$ cat src/rtl/eca_rule_sequencer.sv
// Time-shared elementary cellular automaton engine: one rule lookup sequenced over a ring, one cell per clock.
// Latency: done pulses 1+G*(N_CELLS+1) cycles after an accepted start (PAUSE cycles excluded).
// Backpressure: none; start is only honoured in IDLE and is dropped otherwise (no queuing).
// Optional: define ECA_SINGLE_STEP_EN to add a step input and a PAUSE state after each non-final commit.
module eca_rule_sequencer #(
    parameter int          N_CELLS      = 16,
    parameter int          GEN_W        = 8,
    parameter logic [7:0]  DEFAULT_RULE = 8'h45
) (
    input  logic               clk,
    input  logic               rst_n,
    input  logic               start,
    input  logic [7:0]         rule,
    input  logic [N_CELLS-1:0] seed,
    input  logic [GEN_W-1:0]   num_gens,
`ifdef ECA_SINGLE_STEP_EN
    input  logic               step,
`endif
    output logic               busy,
    output logic               done,
    output logic [N_CELLS-1:0] state_out,
    output logic [GEN_W-1:0]   gen_count
);

    localparam int IDX_W = (N_CELLS > 1) ? $clog2(N_CELLS) : 1;
    localparam logic [IDX_W-1:0] LAST_IDX = IDX_W'(N_CELLS - 1);

    typedef enum logic [2:0] {
        S_IDLE   = 3'd0,
        S_RUN    = 3'd1,
        S_COMMIT = 3'd2,
        S_DONE   = 3'd3,
        S_PAUSE  = 3'd4
    } fsm_t;

    fsm_t               state, state_nxt;
    logic [IDX_W-1:0]   idx;
    logic [N_CELLS-1:0] next_buf;
    logic [7:0]         rule_q;
    logic [GEN_W-1:0]   gens_q;

    logic [IDX_W-1:0]   left_idx, right_idx;
    logic [2:0]         lut_idx;
    logic               cell_next;
    logic               last_gen;

    // Neighbour selection on the ring and the single shared rule lookup (MSB answers 000).
    always_comb begin
        left_idx  = (idx == LAST_IDX) ? '0 : idx + IDX_W'(1);
        right_idx = (idx == '0) ? LAST_IDX : idx - IDX_W'(1);
        lut_idx   = {state_out[left_idx], state_out[idx], state_out[right_idx]};
        cell_next = rule_q[3'd7 - lut_idx];
        last_gen  = ((gen_count + GEN_W'(1)) == gens_q);
    end

    // FSM state register.
    always_ff @(posedge clk or negedge rst_n) begin
        if (!rst_n) state <= S_IDLE;
        else        state <= state_nxt;
    end

    // Next-state decode and the busy/done status outputs.
    always_comb begin
        state_nxt = state;
        busy      = 1'b0;
        done      = 1'b0;
        case (state)
            S_IDLE: begin
                if (start) state_nxt = (num_gens == '0) ? S_DONE : S_RUN;
            end
            S_RUN: begin
                busy = 1'b1;
                if (idx == LAST_IDX) state_nxt = S_COMMIT;
            end
            S_COMMIT: begin
                busy = 1'b1;
`ifdef ECA_SINGLE_STEP_EN
                state_nxt = last_gen ? S_DONE : S_PAUSE;
`else
                state_nxt = last_gen ? S_DONE : S_RUN;
`endif
            end
`ifdef ECA_SINGLE_STEP_EN
            S_PAUSE: begin
                busy = 1'b1;
                if (step) state_nxt = S_RUN;
            end
`endif
            S_DONE: begin
                done      = 1'b1;
                state_nxt = S_IDLE;
            end
            default: state_nxt = S_IDLE;
        endcase
    end

    // Datapath: latch the job on accept, fill the shadow buffer in RUN, publish it in COMMIT.
    always_ff @(posedge clk or negedge rst_n) begin
        if (!rst_n) begin
            idx       <= '0;
            next_buf  <= '0;
            rule_q    <= DEFAULT_RULE;
            gens_q    <= '0;
            state_out <= '0;
            gen_count <= '0;
        end else begin
            case (state)
                S_IDLE: begin
                    if (start) begin
                        rule_q    <= rule;
                        gens_q    <= num_gens;
                        state_out <= seed;
                        gen_count <= '0;
                        idx       <= '0;
                    end
                end
                S_RUN: begin
                    next_buf[idx] <= cell_next;
                    idx           <= (idx == LAST_IDX) ? '0 : idx + IDX_W'(1);
                end
                S_COMMIT: begin
                    state_out <= next_buf;
                    gen_count <= gen_count + GEN_W'(1);
                    idx       <= '0;
                end
                default: ;
            endcase
        end
    end

endmodule

$ cat config.mk
export PLATFORM = sky130hd
export DESIGN_NAME = eca_rule_sequencer
export DESIGN_NICKNAME = d
export VERILOG_FILES = /design/src/rtl/eca_rule_sequencer.sv
export SDC_FILE = /design/constraint.sdc
export NUM_CORES = 1
export LEC_CHECK = 0
export BUFFER_PORTS_ARGS = -buffer_cell sky130_fd_sc_hd__buf_2
export CORE_AREA = 10 10 108 158
export CTS_CLUSTER_SIZE = 40
export DETAILED_ROUTE_END_ITERATION = 10
export DIE_AREA = 0 0 118 168
export PLACE_DENSITY_LB_ADDON = 0.08
export SLEW_MARGIN = 20
export SYNTH_ARGS = -nofsm -noshare
export SYNTH_HDL_FRONTEND = slang
export SYNTH_SLANG_ARGS = --single-unit
$ cat constraint.sdc
create_clock -name clk -period 7.4 [get_ports clk]
set_input_delay 0.37 -clock clk [delete_from_list [all_inputs] [get_ports clk]]
set_output_delay 0.37 -clock clk [all_outputs]
set_load 0.02 [all_outputs]
Word-level counts from Yosys, hierarchy flattened
Index checks and enable logic that the tools add are counted.

Flip-flop bits (word level): 63. Bits of input ports: 35. Output and inout port bits: 26. Logic and storage cells: 60.

Add/subtract/negate cells: 4. Eq/ne operators: 7. Multiplexer cells: 26. Order comparisons: 5. Reduce and logical (&&, ||, !) cells: 11.

Operators by type and width (number): $pmux W16 S2 (1); $bwmux W16 (1); $mux W16 (1); $pmux W8 S2 (1); $lt A4 B5 Y1 const B (3); $bmux W1 S4 (3); $mux W4 (3); $pmux W4 S3 (1); $pmux W3 S3 (1); $add A8 B1 Y8 const B (1); $eq A8 B8 Y1 (1); $logic_not A8 Y1 (1); $mux W8 (1); $reduce_and A2 Y1 (4); $mux W1 (7); $eq A3 B2 Y1 const B (2); $mux W3 (2); $add A4 B1 Y4 const B (1); $demux W1 S4 (1); $eq A4 B4 Y1 const B (1); $ge A4 B1 Y1 const B (1); $logic_not A4 Y1 (1); $lt A3 B4 Y1 const B (1); $mux W2 (2); 10 further kinds (11).

Depth between registers and ports, before layout
Gate-level depths: netlist of run 1.

Depth in word-level cells: 8. Depth in mapped cells: 13.

Least setup slack after synthesis of run 1
No wires, ideal clock.

Path type: register -> register. Start: register idx[1]. End: register next_buf[10]. Data required time: 7.275 ns. Arrival: 3.146 ns. Setup slack: 4.129 ns. Cell stages (with the launch flop): 14. Period minus slack after synthesis: 3.271 ns. Setup time: 0.125 ns. Cells stage by stage: dfrtp_1 -> buf_1 -> inv_1 -> ha_1 -> buf_4 -> or3b_4 -> a211oi_2 -> a211oi_1 -> a2111oi_0 -> a211oi_2 -> mux2i_1 -> mux2_4 -> buf_6 -> mux2_2.

Longest elaborated chain between the ends: 8.

RTL lines: start, declared (line 37) `logic [IDX_W-1:0] idx;`; start signal, assigned (line 119) `idx <= (idx == LAST_IDX) ? '0 : idx + IDX_W'(1);`; $sub A4 B1 Y4, or another cell as far along (line 50) `right_idx = (idx == '0) ? LAST_IDX : idx - IDX_W'(1);`; $mux W4, on equally long branches (line 50, 49); $bmux W1 S4 (line 51) `lut_idx = {state_out[left_idx], state_out[idx], state_out[right_idx]};`; $mux W1 (implied by the code) (line 51); $sub A3 B3 Y3 (line 52) `cell_next = rule_q[3'd7 - lut_idx];`; $bmux W1 S3 (line 52); $mux W1 (implied by the code) (line 52); $bwmux W16 (*) (line 118) `next_buf[idx] <= cell_next;`; end signal, assigned by index (line 118); end, declared (line 38) `logic [N_CELLS-1:0] next_buf;`.

Every way passes the cells marked *; elsewhere a longest branch is shown, timed or not. The select of a mux whose other input is x is not followed. A chain may end at the register's enable or synchronous reset.

Worst setup path after layout of run 1
Start: register idx[0]. End: register next_buf[5].

Same word-level chain as after synthesis.

==> insert_results.sql, run 1 <==
INSERT INTO impl_metrics (metric_group, metric, value, unit) VALUES
('status', 'outcome', 'finished clean', ''),
('detailed_routing', 'vias', '2862', ''),
('clocking', 'cts_root_buffer', 'sky130_fd_sc_hd__clkbuf_16', ''),
('yosys', 'synth_nets', '403', ''),
('setup_path', 'slowest_delay', '0.86', 'ns'),
('setup_path', 'worstPathArrival', '4.13', 'ns'),
('detailed_routing', 'route.detailed.vias_per_inst', '4.707', ''),
('timing', 'timing.setup.tns', '0', 'ns'),
('detailed_routing', 'drc', '0', ''),
('floorplanning', 'fp.dieArea', '0.01982', 'mm²'),
('setup_path', 'cp.required', '7.62', 'ns'),
('placed_design', 'placed_cells_incl_taps', '591', ''),
('yosys', 'synth-async-reset-ratio', '1.000', ''),
('timing', 'relSlewSlack', '0.4379', ''),
('finish', 'finish.cell_count_without_fillers', '608', ''),
('placed_design', 'io_buffer_count', '60', ''),
('placed_design', 'postPlaceCellArea', '0.004218', 'mm²'),
('setup_path', 'critical-path-top-delay-family', 'multiplexers', ''),
('power', 'power.density_cell_area', '446.4', 'mW/mm²'),
('timing', 'worst-slew-pin-transition', '0.8432', 'ns'),
('clocking', 'cts_setup_buffers', '0', ''),
('timing', 'fmax', '0.2553', 'GHz'),
('finish', 'layout.cells.most_common_list', 'sky130_fd_sc_hd__buf_2, sky130_fd_sc_hd__dfrtp_1, sky130_fd_sc_hd__nand2_1', ''),
('global_route', 'global_route.usage.total', '0.1173', ''),
('timing', 'timing.final.ws_setup', '3.482', 'ns'),
('finish', 'drive_gt1_frac', '0.3180', ''),
('global_route', 'grt_pass1_wl', '18210', 'µm'),
('clocking', 'cts.clk_slew.worst_paths', '0.06', 'ns'),
('timing', 'fin_crit', '3.918', 'ns'),
('global_route', 'grt_start_max_net_pins', '63', ''),
('setup_path', 'worst_path_most_repeated_cell', 'sky130_fd_sc_hd__mux2_2', ''),
('timing', 'hold_slack', '0.2224', 'ns'),
('floorplanning', 'floorplan.io_pins', '61', ''),
('run', 'drv.max_cap_violation_count', '0', ''),
('clocking', 'cts_made_buffers', '9', ''),
('finish', 'layout_commonest_cell', 'sky130_fd_sc_hd__buf_2', ''),
('yosys', 'synthesis.yosys.warnings', '0', ''),
('clocking', 'cts_tree', 'done', ''),
('clocking', 'cts.sink_count', '62', ''),
('power', 'vdd_ir_drop_max', '0.2157', 'mV'),
('setup_path', 'setup.worst_path.class', 'reg -> reg', ''),
('clocking', 'cts_resized', '0', ''),
('yosys', 'combinational_family_with_the_most_area_after_synthesis', 'multiplexers', ''),
('floorplanning', 'chipWidth', '118', 'µm'),
('placed_design', 'gpl.final_weighted_congestion', '0.8025', ''),
('floorplanning', 'placeableCoreArea', '0.01432', 'mm²'),
('finish', 'nNetsFinal', '453', ''),
('setup_path', 'timing.critical_path.buf_inv', '1', ''),
('clocking', 'htreeDepth', '3', ''),
('finish', 'design_area', '0.004549', 'mm²'),
('placed_design', 'placement.setup.worst_slack', '3.440', 'ns'),
('floorplanning', 'fp.dieH', '168', 'µm'),
('yosys', 'synth_fa_ha_area_frac', '0.03658', ''),
('global_route', 'grt_overflow', '0', ''),
('yosys', 'yosys.area.top_type', 'sky130_fd_sc_hd__dfrtp_1', ''),
('clocking', 'cts-root-to-sink-buffers', '2', ''),
('global_route', 'vias_in_the_first_global_route', '3146', ''),
('power', 'power_leakage', '2.005', 'nW'),
('detailed_routing', 'detail_route.wirelength', '11430', 'µm'),
('yosys', 'post_synthesis_cell_area', '0.003762', 'mm²'),
('timing', 'unrepaired_setup_endpoints_after_global_routing', 'false', ''),
('yosys', 'number_of_enable_flip_flop_cells_after_synthesis', '0', ''),
('clocking', 'cts-hold-fix-buffers', '0', ''),
('placed_design', 'dpl.hpwl', '8651', 'µm'),
('setup_path', 'worst_setup_path_start_kind', 'flip-flop', ''),
('global_route', 'antenna_found_initial', '0', ''),
('detailed_routing', 'routed_wire_length_per_instance', '18.80', 'µm'),
('min_path', 'worstHoldPathType', 'in -> async', ''),
('setup_path', 'timing.critical_path.slowest_stage_cell', 'sky130_fd_sc_hd__dfrtp_1', ''),
('floorplanning', 'initial_utilization', '0.2627', ''),
('timing', 'finalHoldViolCount', '0', '');
kinds of logic (layout without fill, tap and decap cells):
logic type,count (synthesis),after routing
and+or+nand+nor,97,97
muxes,71,71
adders and majority gates,11,11
buffers and inverters,34,89
DFF,62,62
xor gates and xnor gates,14,14
AOI/OAI and AO/OA,68,68
registers in the layout, summed over array words and instances, names as in the netlist:
name and flops:
gen_count 8, gens_q 8, idx 4, next_buf 16
rule_q 8, state 2, state_out 16
final cells by class:
cell class | count | area [µm²]
Fill cell | 1567 | 9774
Timing Repair Buffer | 63 | 330.3
Multi-Input combinational cell | 261 | 2064
Clock inverter | 4 | 70.07
Sequential cell | 62 | 1555
Clock buffer | 12 | 246.5
Tap cell | 196 | 245.2
Inverter | 10 | 37.54
layer usage:
layer,vias up,track usage,routed length [µm]
li1,1392,-,-
met1,1404,0.1257,4533
met3,15,0.02678,385
met5,-,0,0
met2,51,0.2157,6223
met4,0,0.04854,287
report_power, final:
part           internal (mW)  switching, mW  leakage (nW)
combinational          0.427          0.532          1.06
clock                  0.303          0.155         0.157
sequential             0.461          0.153         0.792
worst paths after layout:
path                                 to  slack [ns]  depth (start not counted)       from
max                         next_buf[5]        3.48                         10     idx[0]
min                           gens_q[6]        0.22                          2      rst_n
max reg2reg                 next_buf[5]        3.48                         10     idx[0]
min reg2reg                   rule_q[1]        0.50                          1  rule_q[1]
max in group asynchronous  state_out[9]        6.62                          2      rst_n
min in group clk              rule_q[6]        0.26                          2    rule[6]
synth_stat cells (3+ instances only):
library cell and number:
sky130_fd_sc_hd__dfrtp_1 59, sky130_fd_sc_hd__nand2_1 40, sky130_fd_sc_hd__o21ai_0 36, sky130_fd_sc_hd__mux2_2 33, sky130_fd_sc_hd__mux2i_1 26, sky130_fd_sc_hd__nand3_1 22, sky130_fd_sc_hd__clkbuf_1 13, sky130_fd_sc_hd__ha_1 11
sky130_fd_sc_hd__inv_1 10, sky130_fd_sc_hd__nor2_1 10, sky130_fd_sc_hd__mux4_2 9, sky130_fd_sc_hd__xnor2_1 8, sky130_fd_sc_hd__xor2_1 6, sky130_fd_sc_hd__a21oi_1 5, sky130_fd_sc_hd__nand2b_1 5, sky130_fd_sc_hd__nor4_1 5
sky130_fd_sc_hd__buf_2 4, sky130_fd_sc_hd__o31ai_1 4, sky130_fd_sc_hd__a211oi_1 3, sky130_fd_sc_hd__a22oi_1 3, sky130_fd_sc_hd__and3_1 3, sky130_fd_sc_hd__buf_1 3, sky130_fd_sc_hd__dfstp_2 3
through the flow:
step	total power, mW	util
after floorplan	1.313	-
after global placement	1.585	0.2945
after detailed placement	1.595	0.2945
after CTS	2.066	0.3166
after global routing	2.190	0.3176
final	2.031	0.3176
Note: power is estimated with default switching activity, not from simulation.
==> inputs of run 2 (changes only) <==
==> constraint.sdc (replaced) <==
create_clock -name clk -period 3.35 [get_ports clk]
set_input_delay 0.1675 -clock clk [delete_from_list [all_inputs] [get_ports clk]]
set_output_delay 0.1675 -clock clk [all_outputs]
set_load 0.02 [all_outputs]
==> insert_results.sql, run 2 (synthesized netlist as in run 1, its figures left out) <==
INSERT INTO impl_metrics (metric_group, metric, value, unit) VALUES
('timing', 'report.final.setup_viol', '0', ''),
('setup_path', 'worstSetupEndpointType', 'flip-flop', ''),
('setup_path', 'slowest_delay', '0.59', 'ns'),
('timing', 'fin_crit', '3.118', 'ns'),
('power', 'power_leakage', '2.077', 'nW'),
('finish', 'nNetsFinal', '469', ''),
('global_route', 'grt_start_max_net_pins', '34', ''),
('timing', 'fmax', '0.3208', 'GHz'),
('clocking', 'clock_latency', '0.33', 'ns'),
('setup_path', 'worstRegToRegCells', '10', ''),
('detailed_routing', 'drc', '0', ''),
('floorplanning', 'initial_utilization', '0.2627', ''),
('placed_design', 'placement.setup.worst_slack', '0.2639', 'ns'),
('min_path', 'worstHoldStart', 'rule[6]', ''),
('timing', 'unrepaired_setup_endpoints_after_global_routing', 'false', ''),
('setup_path', 'setup.reg_to_reg.worst_slack', '0.23', 'ns'),
('global_route', 'grt_overflow', '0', ''),
('floorplanning', 'fp.dieH', '168', 'µm'),
('finish', 'n_diodes', '0', ''),
('timing', 'finalClockSkew', '0.006487', 'ns'),
('global_route', 'vias_in_the_first_global_route', '3318', ''),
('min_path', 'min_to', 'rule_q[6]', ''),
('setup_path', 'worst_setup_path_start_kind', 'flip-flop', ''),
('clocking', 'htreeDepth', '3', ''),
('timing', 'final_slew_violations', '0', ''),
('global_route', 'global_route.usage.total', '0.1204', ''),
('finish', 'final_core_util', '0.3248', ''),
('detailed_routing', 'final_antenna_violating_net_count', '0', ''),
('placed_design', 'gpl.final_weighted_congestion', '0.8084', ''),
('setup_path', 'critical-path-top-delay-family', 'compound AO/OA/AOI/OAI gates', ''),
('setup_path', 'worstPathArrival', '3.33', 'ns'),
('detailed_routing', 'dr.max_layer_used', 'met4', ''),
('detailed_routing', 'wl_met1', '4545', 'µm'),
('detailed_routing', 'met3WireLength', '362', 'µm'),
('timing', 'relSlewSlack', '0.4784', ''),
('setup_path', 'timing.critical_path.slowest_stage_cell', 'sky130_fd_sc_hd__a2111oi_0', ''),
('clocking', 'cts_made_buffers', '9', ''),
('finish', 'largest_registers', 'next_buf: 16 flops, state_out: 16 flops', ''),
('setup_path', 'worst_path_most_repeated_cell', 'sky130_fd_sc_hd__a211oi_2', ''),
('clocking', 'cts-root-to-sink-buffers', '2', ''),
('detailed_routing', 'vias', '2986', ''),
('detailed_routing', 'routed_wire_length_per_instance', '18.64', 'µm'),
('floorplanning', 'placeableCoreArea', '0.01432', 'mm²'),
('status', 'outcome', 'finished clean', ''),
('setup_path', 'cp.required', '3.57', 'ns'),
('min_path', 'timing.hold.worst_path_depth', '2', ''),
('power', 'vdd_ir_drop_max', '0.3918', 'mV'),
('finish', 'layout_commonest_cell', 'sky130_fd_sc_hd__buf_2', ''),
('detailed_routing', 'route.met2.wl', '6292', 'µm'),
('floorplanning', 'floorplan.io_pins', '61', ''),
('timing', 'worst-slew-pin-transition', '0.7824', 'ns'),
('floorplanning', 'chipWidth', '118', 'µm'),
('min_path', 'worstHoldPathType', 'in -> reg', ''),
('timing', 'timing.setup.tns', '0', 'ns'),
('global_route', 'grt_pass1_wl', '18930', 'µm'),
('setup_path', 'worst_r2r_startpoint', 'idx[0]', ''),
('setup_path', 'crit_fanout', '16', ''),
('run', 'drv.max_cap_violation_count', '0', ''),
('floorplanning', 'rows', '54', ''),
('setup_path', 'setup.worst_path.class', 'reg -> reg', ''),
('global_route', 'antenna_found_initial', '0', ''),
('power', 'power.density_cell_area', '970.4', 'mW/mm²'),
('detailed_routing', 'detail_route.wirelength', '11630', 'µm'),
('detailed_routing', 'route.detailed.vias_per_inst', '4.785', ''),
('floorplanning', 'fp.dieArea', '0.01982', 'mm²'),
('clocking', 'cts.sink_count', '62', ''),
('finish', 'design_area', '0.004652', 'mm²'),
('finish', 'fill_cells', '1574', ''),
('setup_path', 'critical_path.cell_chain', 'inv_1 -> ha_2 -> or3b_4 -> a211oi_2 -> a211oi_1 -> a2111oi_0 -> a211oi_2 -> mux2i_1 -> mux2_4 -> mux2_2', ''),
('timing', 'finalHoldViolCount', '0', ''),
('clocking', 'cts_root_buffer', 'sky130_fd_sc_hd__clkbuf_16', ''),
('placed_design', 'postPlaceCellArea', '0.004338', 'mm²'),
('setup_path', 'r2r-end', 'next_buf[13]', ''),
('timing', 'timing.final.ws_setup', '0.2325', 'ns'),
('timing', 'final_min_period_over_clock_period', '0.9306', ''),
('finish', 'drive_gt1_frac', '0.3458', ''),
('clocking', 'cts_tree', 'done', ''),
('finish', 'syn_to_final_growth', '23.64', '%'),
('detailed_routing', 'first_iter_violations', '152', ''),
('setup_path', 'timing.critical_path.buf_inv', '1', ''),
('placed_design', 'dpl.hpwl', '8967', 'µm'),
('clocking', 'cts.clk_slew.worst_paths', '0.06', 'ns'),
('detailed_routing', 'detail_route.first_pass.iterations', '5', ''),
('finish', 'layout.cells.most_common_list', 'sky130_fd_sc_hd__buf_2, sky130_fd_sc_hd__dfrtp_1, sky130_fd_sc_hd__nand2_1', ''),
('placed_design', 'io_buffer_count', '60', '');
==> run 2: cell types whose count changed in the layout (fill, tap and decap cells not counted), sizes merged <==
cell and delta:
buf +15, bufinv -1, clkinv +1, dlygate4sd3 +1
==> run 2: per-layer routing <==
metal	GRT usage	vias up
li1	-	1430
met3	0.02578	24
met5	0	-
met2	0.2201	57
met1	0.1274	1475
met4	0.05987	0
==> run 2: worst max path at each step <==
stage           start            to  slack, ns  depth (start not counted)
2_1_floorplan  idx[1]  next_buf[12]       0.08                         13
3_3_place_gp   idx[0]  next_buf[12]       0.32                          9
3_5_place_dp   idx[0]   next_buf[2]       0.26                          9
4_1_cts        idx[0]  next_buf[13]       0.24                          9
5_1_grt        idx[0]   next_buf[9]       0.09                         10
6_report       idx[0]  next_buf[13]       0.23                         10
==> run 2: stage by stage <==
step | instances | hold WS, ns | power, mW
global route | 624 | 0.06281 | 4.861
detailed placement | 607 | 0.2977 | 3.617
finish | 624 | 0.06519 | 4.514
floorplan | 357 | -0.1281 | 2.901
CTS | 624 | 0.05207 | 4.602
global placement | 607 | 0.2942 | 3.602
==> run 2: repair_timing <==
item | in CTS | in global routing
endpoints found under the hold margin | 29 | 0
hold buffers | 1 | 0
setup buffers | 0 | 0
endpoints found under the setup margin | 0 | 4
resized for setup | 0 | 1
==> run 2: where the power goes <==
| group | switching, mW | internal, mW |
|---|---|---|
| Combinational | 1.25 | 1.01 |
| Clock | 0.344 | 0.613 |
| Sequential | 0.279 | 1.02 |
| Total | 1.87 | 2.64 |
==> run 2: cell type report <==
cell class                 count  area, µm²  area share
clock inverter                 4      45.04    0.009683
clock buffer                  12      256.5     0.05514
multi-input combinational    261       2067      0.4443
inverter                      10      37.54    0.008069
tap                          196      245.2     0.05272
timing repair buffer          79      445.4     0.09575
sequential                    62       1555      0.3343
